===== config.mk =====
export PLATFORM = sky130hd
export DESIGN_NAME = apb_req_arbiter
export DESIGN_NICKNAME = d
export VERILOG_FILES = /design/src/rtl/apb_req_arbiter.sv
export SDC_FILE = /design/constraint.sdc
export NUM_CORES = 1
export LEC_CHECK = 0
export ABC_CLOCK_PERIOD_IN_PS = 1800
export CORE_MARGIN = 5
export CORE_UTILIZATION = 55
export CTS_CLUSTER_SIZE = 24
export DETAILED_ROUTE_END_ITERATION = 7
export DONT_BUFFER_PORTS = 1
export PLACE_DENSITY = 0.8
export SLEW_MARGIN = 20
export SYNTH_ARGS = -nofsm -noshare
export SYNTH_HDL_FRONTEND = slang
export SYNTH_SLANG_ARGS = --single-unit

===== constraint.sdc =====
create_clock -name clk -period 1.8 [get_ports clk]
set_input_delay 0.36 -clock clk [delete_from_list [all_inputs] [get_ports clk]]
set_output_delay 0.36 -clock clk [all_outputs]
set_load 0.005 [all_outputs]

===== src/rtl/apb_req_arbiter.sv =====
// Round-robin arbiter that shares one APB master among NUM_REQ requesters.
// Define APB_ARB_TIMEOUT_EN to add a WAIT-state watchdog (TIMEOUT_CYCLES).
module apb_req_arbiter #(
  parameter int NUM_REQ        = 2,
  parameter int TIMEOUT_CYCLES = 64
) (
  input  logic                 clk,
  input  logic                 reset,
  input  logic [NUM_REQ-1:0]   req_valid,
  input  logic [2*NUM_REQ-1:0] req_sel,
  input  logic [NUM_REQ-1:0]   req_write,
  input  logic [8*NUM_REQ-1:0] req_addr,
  input  logic [8*NUM_REQ-1:0] req_wdata,
  output logic [NUM_REQ-1:0]   req_ack,
  output logic [NUM_REQ-1:0]   resp_valid,
  output logic [7:0]           resp_rdata,
  output logic                 resp_err,
  output logic                 m_start,
  output logic [1:0]           m_sel,
  output logic                 m_write,
  output logic [7:0]           m_addr,
  output logic [7:0]           m_wdata,
  input  logic [7:0]           m_rdata,
  input  logic                 m_done,
  output logic [1:0]           o_dbg_state
);

  localparam int IDX_W = $clog2(NUM_REQ);
  localparam logic [IDX_W-1:0] LAST_INIT = IDX_W'(NUM_REQ - 1);

  if (NUM_REQ < 2 || NUM_REQ > 4) begin : g_bad_num_req
    $error("apb_req_arbiter: NUM_REQ must be 2..4");
  end
  if (TIMEOUT_CYCLES < 1 || TIMEOUT_CYCLES > 255) begin : g_bad_timeout
    $error("apb_req_arbiter: TIMEOUT_CYCLES must be 1..255");
  end

  typedef enum logic [1:0] {
    S_IDLE  = 2'd0,
    S_ISSUE = 2'd1,
    S_WAIT  = 2'd2,
    S_DONE  = 2'd3
  } state_t;

  // Handshake: a requester holds req_valid and its fields until req_ack pulses;
  // req_ack means the fields are captured, resp_valid pulses once at completion.
  state_t             r_state, w_state_nxt;
  logic [IDX_W-1:0]   r_last, w_last_nxt;
  logic [NUM_REQ-1:0] r_ack, w_ack_nxt;
  logic [NUM_REQ-1:0] r_resp_valid, w_resp_valid_nxt;
  logic [7:0]         r_rdata, w_rdata_nxt;
  logic               r_err, w_err_nxt;
  logic               r_start, w_start_nxt;
  logic [1:0]         r_sel, w_sel_nxt;
  logic               r_write, w_write_nxt;
  logic [7:0]         r_addr, w_addr_nxt;
  logic [7:0]         r_wdata, w_wdata_nxt;

  logic [1:0]         w_sel_arr   [NUM_REQ];
  logic               w_write_arr [NUM_REQ];
  logic [7:0]         w_addr_arr  [NUM_REQ];
  logic [7:0]         w_wdata_arr [NUM_REQ];
  logic [IDX_W-1:0]   w_win, w_cand;
  logic               w_found;
  logic               w_sel_ok;

  for (genvar g = 0; g < NUM_REQ; g++) begin : g_unpack
    assign w_sel_arr[g]   = req_sel[2*g +: 2];
    assign w_write_arr[g] = req_write[g];
    assign w_addr_arr[g]  = req_addr[8*g +: 8];
    assign w_wdata_arr[g] = req_wdata[8*g +: 8];
  end

  // Scan upward from the requester after the last winner, wrapping.
  always_comb begin
    w_win   = r_last;
    w_cand  = '0;
    w_found = 1'b0;
    for (int i = 1; i <= NUM_REQ; i++) begin
      w_cand = IDX_W'((int'(r_last) + i) % NUM_REQ);
      if (!w_found && req_valid[w_cand]) begin
        w_win   = w_cand;
        w_found = 1'b1;
      end
    end
  end

  assign w_sel_ok = (w_sel_arr[w_win] == 2'd1) || (w_sel_arr[w_win] == 2'd2);

`ifdef APB_ARB_TIMEOUT_EN
  localparam logic [7:0] TO_LAST = 8'(TIMEOUT_CYCLES - 1);
  logic [7:0] r_wait_cnt, w_wait_cnt_nxt;
`endif

  always_comb begin
    w_state_nxt      = r_state;
    w_last_nxt       = r_last;
    w_ack_nxt        = '0;
    w_resp_valid_nxt = '0;
    w_start_nxt      = 1'b0;
    w_rdata_nxt      = r_rdata;
    w_err_nxt        = r_err;
    w_sel_nxt        = r_sel;
    w_write_nxt      = r_write;
    w_addr_nxt       = r_addr;
    w_wdata_nxt      = r_wdata;
`ifdef APB_ARB_TIMEOUT_EN
    w_wait_cnt_nxt   = r_wait_cnt;
`endif
    case (r_state)
      S_IDLE: begin
        if (w_found) begin
          w_last_nxt       = w_win;
          w_ack_nxt[w_win] = 1'b1;
          w_write_nxt      = w_write_arr[w_win];
          w_addr_nxt       = w_addr_arr[w_win];
          w_wdata_nxt      = w_wdata_arr[w_win];
          if (w_sel_ok) begin
            w_sel_nxt   = w_sel_arr[w_win];
            w_start_nxt = 1'b1;
            w_state_nxt = S_ISSUE;
          end else begin
            // Illegal select: answer with an error without touching the master.
            w_sel_nxt               = 2'd0;
            w_err_nxt               = 1'b1;
            w_resp_valid_nxt[w_win] = 1'b1;
            w_state_nxt             = S_DONE;
          end
        end
      end
      S_ISSUE: begin
        w_state_nxt = S_WAIT;
`ifdef APB_ARB_TIMEOUT_EN
        w_wait_cnt_nxt = 8'd0;
`endif
      end
      S_WAIT: begin
        if (m_done) begin
          w_rdata_nxt              = m_rdata;
          w_err_nxt                = 1'b0;
          w_sel_nxt                = 2'd0;
          w_resp_valid_nxt[r_last] = 1'b1;
          w_state_nxt              = S_DONE;
        end
`ifdef APB_ARB_TIMEOUT_EN
        else if (r_wait_cnt == TO_LAST) begin
          w_rdata_nxt              = 8'hFF;
          w_err_nxt                = 1'b1;
          w_sel_nxt                = 2'd0;
          w_resp_valid_nxt[r_last] = 1'b1;
          w_state_nxt              = S_DONE;
        end else begin
          w_wait_cnt_nxt = r_wait_cnt + 8'd1;
        end
`endif
      end
      S_DONE: begin
        w_state_nxt = S_IDLE;
      end
      default: w_state_nxt = S_IDLE;
    endcase
  end

  always_ff @(posedge clk) begin
    if (!reset) begin
      r_state      <= S_IDLE;
      r_last       <= LAST_INIT;
      r_ack        <= '0;
      r_resp_valid <= '0;
      r_rdata      <= 8'd0;
      r_err        <= 1'b0;
      r_start      <= 1'b0;
      r_sel        <= 2'd0;
      r_write      <= 1'b0;
      r_addr       <= 8'd0;
      r_wdata      <= 8'd0;
`ifdef APB_ARB_TIMEOUT_EN
      r_wait_cnt   <= 8'd0;
`endif
    end else begin
      r_state      <= w_state_nxt;
      r_last       <= w_last_nxt;
      r_ack        <= w_ack_nxt;
      r_resp_valid <= w_resp_valid_nxt;
      r_rdata      <= w_rdata_nxt;
      r_err        <= w_err_nxt;
      r_start      <= w_start_nxt;
      r_sel        <= w_sel_nxt;
      r_write      <= w_write_nxt;
      r_addr       <= w_addr_nxt;
      r_wdata      <= w_wdata_nxt;
`ifdef APB_ARB_TIMEOUT_EN
      r_wait_cnt   <= w_wait_cnt_nxt;
`endif
    end
  end

  assign req_ack     = r_ack;
  assign resp_valid  = r_resp_valid;
  assign resp_rdata  = r_rdata;
  assign resp_err    = r_err;
  assign m_start     = r_start;
  assign m_sel       = r_sel;
  assign m_write     = r_write;
  assign m_addr      = r_addr;
  assign m_wdata     = r_wdata;
  assign o_dbg_state = r_state;

endmodule


==> reports/metrics.csv <==
stage,metric,value,unit
sta,setup_ws,-0.0306,ns
floorplan,num_io_pins,86,
critical_path,critPathKind,flop to flop,
sta,finalSetupViolations,1,
floorplan,die-area,4150,sq um
outcome,violations,negative setup slack,
global_routing,grt_overflow,0,
sta,fmax,0.546,GHz
drt,top_layer_used,met4,
pwr,ir_drop,0.924,mV
job,maxCapViolCount,0,
logic_synthesis,yosysWarningCount,0,
logic_synthesis,avgSynthCellArea,9.46,sq um
cells_and_area,fillers,242,
sta,layout_min_cycle_time,1.83,ns
logic_synthesis,netlist_area,1630,sq um
logic_synthesis,ys_seq_elements,36,
sta,rsz0062_at_grt,true,
clock_tree,cts_sinks,36,
cells_and_area,post-route-util,62.8,%
floorplan,die_x,64.4,um
cells_and_area,area_growth,8.15,%
critical_path,rr_endpoint,resp_err,
drt,via_count,1273,
logic_synthesis,ys_seq_area_share,44.3,%
sta,maxSlewHeadroom,67.1,%
critical_path,cp.arrival,2.07,ns
global_routing,grt_usage,18.6,%
drt,met2WireLength,1.99,mm
clock_tree,cts_buffer_depth,2,
placement,dp_slack,-0.0932,ns
placement,dp.final_hpwl,2.91,mm
drt,route.detailed.drc,0,
critical_path,start_kind,flop,
critical_path,crit_required,2.04,ns
cells_and_area,drive_gt1_share,22.3,%
placement,io_buffers,0,
global_routing,grt_pass1_vias,1304,
pwr,leakage,0.000725,uW
drt,wl_per_cell,17.9,um
sta,clock_skew,0.00837,ns
drt,drt-total-wl,3.75,mm
sta,hold_viol,0,
critical_path,crit_start,r_last,
clock_tree,htree_levels,2,
outcome,outcome,"complete, but fails checks",
logic_synthesis,yosysTopAreaCellShare,44.3,%
logic_synthesis,syn-num-nets,227,
drt,first_pass_iters,6,
clock_tree,root_buffer,clkbuf_4,
pwr,powerDensity,1390,nW/um^2
logic_synthesis,ys.flop_type,dfxtp_1,
drt,ant_nets,0,
clock_tree,cts_tree,built,
clock_tree,clock_latency,0.32,ns
logic_synthesis,syn_inst,172,
floorplan,num_rows,19,
critical_path,critPathCaptureType,flop,
critical_path,reg2reg_depth,7,
critical_path,worstReg2RegStart,r_last,
logic_synthesis,yosys.area.top_type,dfxtp_1,
drt,wl_met3,307,um
critical_path,worstPathMaxFanout,3,
drt,drt-initial-drc-count,28,
critical_path,endpoint,resp_err,
floorplan,core,2810,sq um
hold_path,min_path_type,input pin to flop,
critical_path,r2r_slack,-0.03,ns
logic_synthesis,synth.distinct_cells,37,
logic_synthesis,async_flop_share,0,%
floorplan,die_y,64.4,um
drt,m1WireLength,1.39,mm
logic_synthesis,synth_edf_count,0,
logic_synthesis,synth.most_common_cell,dfxtp_1,
placement,place.gp.congestion,0.791,
sta,tightest_slew,0.492,ns
sta,drv_slew,0,
global_routing,antenna_found_initial,0,
sta,period_share,102,%
cells_and_area,diodes,0,
floorplan,start_util,58.0,%
drt,via_per_inst,6.06,
cells_and_area,layout.nets,233,
clock_tree,cts_buffers,5,
logic_synthesis,ys_top_cells_by_area,"dfxtp_1 44%, a221o_2 6.2%, nor3_1 5.2%, inv_1 5.1%, a221o_1 4.9%",
global_routing,grt_max_degree,20,
global_routing,grt_pass1_wl,6.08,mm
clock_tree,cts.clk_slew.worst_paths,0.11,ns
logic_synthesis,synth_commonest_cells,"36 x dfxtp_1, 22 x inv_1, 18 x nand2_1",
worst min-delay path by stage:
stage | slack (ns) | from | to | cells past startpoint
CTS | 0.15 | reset | o_dbg_state[1] | 1
finish | 0.16 | reset | o_dbg_state[1] | 1
detailed placement | 0.47 | resp_rdata[1] | resp_rdata[1] | 2
global route | 0.12 | reset | o_dbg_state[1] | 1
floorplan | 0.45 | resp_rdata[0] | resp_rdata[0] | 2
global placement | 0.47 | resp_rdata[3] | resp_rdata[3] | 2
state kept, by name (all words and copies together), names as in the netlist:
register,count
resp_rdata,8
m_addr,8
resp_err,1
r_last,1
m_write,1
m_sel,2
m_wdata,8
resp_valid,2
m_start,1
o_dbg_state,2
req_ack,2
what timing repair did:
action	4_1_cts	5_1_grt
pin swaps	0	0
setup buffers	1	0
resized for setup	2	3
hold buffers	0	0
endpoints found under the setup margin	2	3
gates cloned	0	0
stage by stage:
| stage | total power [uW] | cell area, sq um | setup TNS [ns] | std cells | hold slack, ns |
|---|---|---|---|---|---|
| finish | 2450 | 1760 | -0.0306 | 210 | 0.160 |
| global route | 2650 | 1760 | -0.108 | 210 | 0.116 |
| global placement | 1970 | 1680 | -0.0411 | 201 | 0.469 |
| floorplan | 1840 | 1650 | -0.0448 | 172 | 0.453 |
| CTS | 2460 | 1750 | -0.0378 | 210 | 0.154 |
| detailed placement | 2010 | 1680 | -0.124 | 201 | 0.472 |
logic make-up after synthesis:
kind of cell | share of synthesized area (%)
buffers and inverters | 10.3
multiplexers | 3.23
AND/OR/NAND/NOR | 17.6
flip-flops | 44.3
adder cells (fa/ha/maj) | 3.07
AO/OA/AOI/OAI | 21.5
placed cells by master (no fill, tap or decap), types with 2 or more instances in the layout:
cell	count
nand2_1	18
clkbuf_4	5
nand4b_1	2
nor2_1	2
clkbuf_1	2
buf_4	8
a221o_1	8
ha_1	3
a221o_2	9
o21ai_0	6
nor2b_1	2
dfxtp_1	35
nor3_1	17
inv_1	22
mux2i_1	3
a21oi_1	12
worst max-delay path, stage by stage, from the launching register on:
cell and delay [ns]:
dfxtp_4 0.38, nor2b_4 0.04, a21o_4 0.19, mux2_4 0.31
ha_4 0.28, nor2b_2 0.04, or3_1 0.30, o31ai_1 0.20
final cells by class:
cell class                 instances  area (sq um)  share of cell area [%]
sequential                        36           724                    41.2
inverter                          23          86.3                    4.90
multi-input combinational        103           772                    43.9
tap                               31          38.8                    2.20
clock buffer                       8          58.8                    3.34
timing repair buffer               9          80.1                    4.55
power breakdown:
group | internal (uW) | switching (uW) | total (uW)
registers | 993 | 157 | 1150
logic | 421 | 450 | 871
clock network | 193 | 241 | 433
total | 1610 | 847 | 2450
metal layers:
layer  vias up  GRT usage, %
met4         0          5.80
met3         8          8.76
met2        50          34.0
met5         -             0
met1       595          18.5
li1        620             -
(Power assumes the default switching activity.)
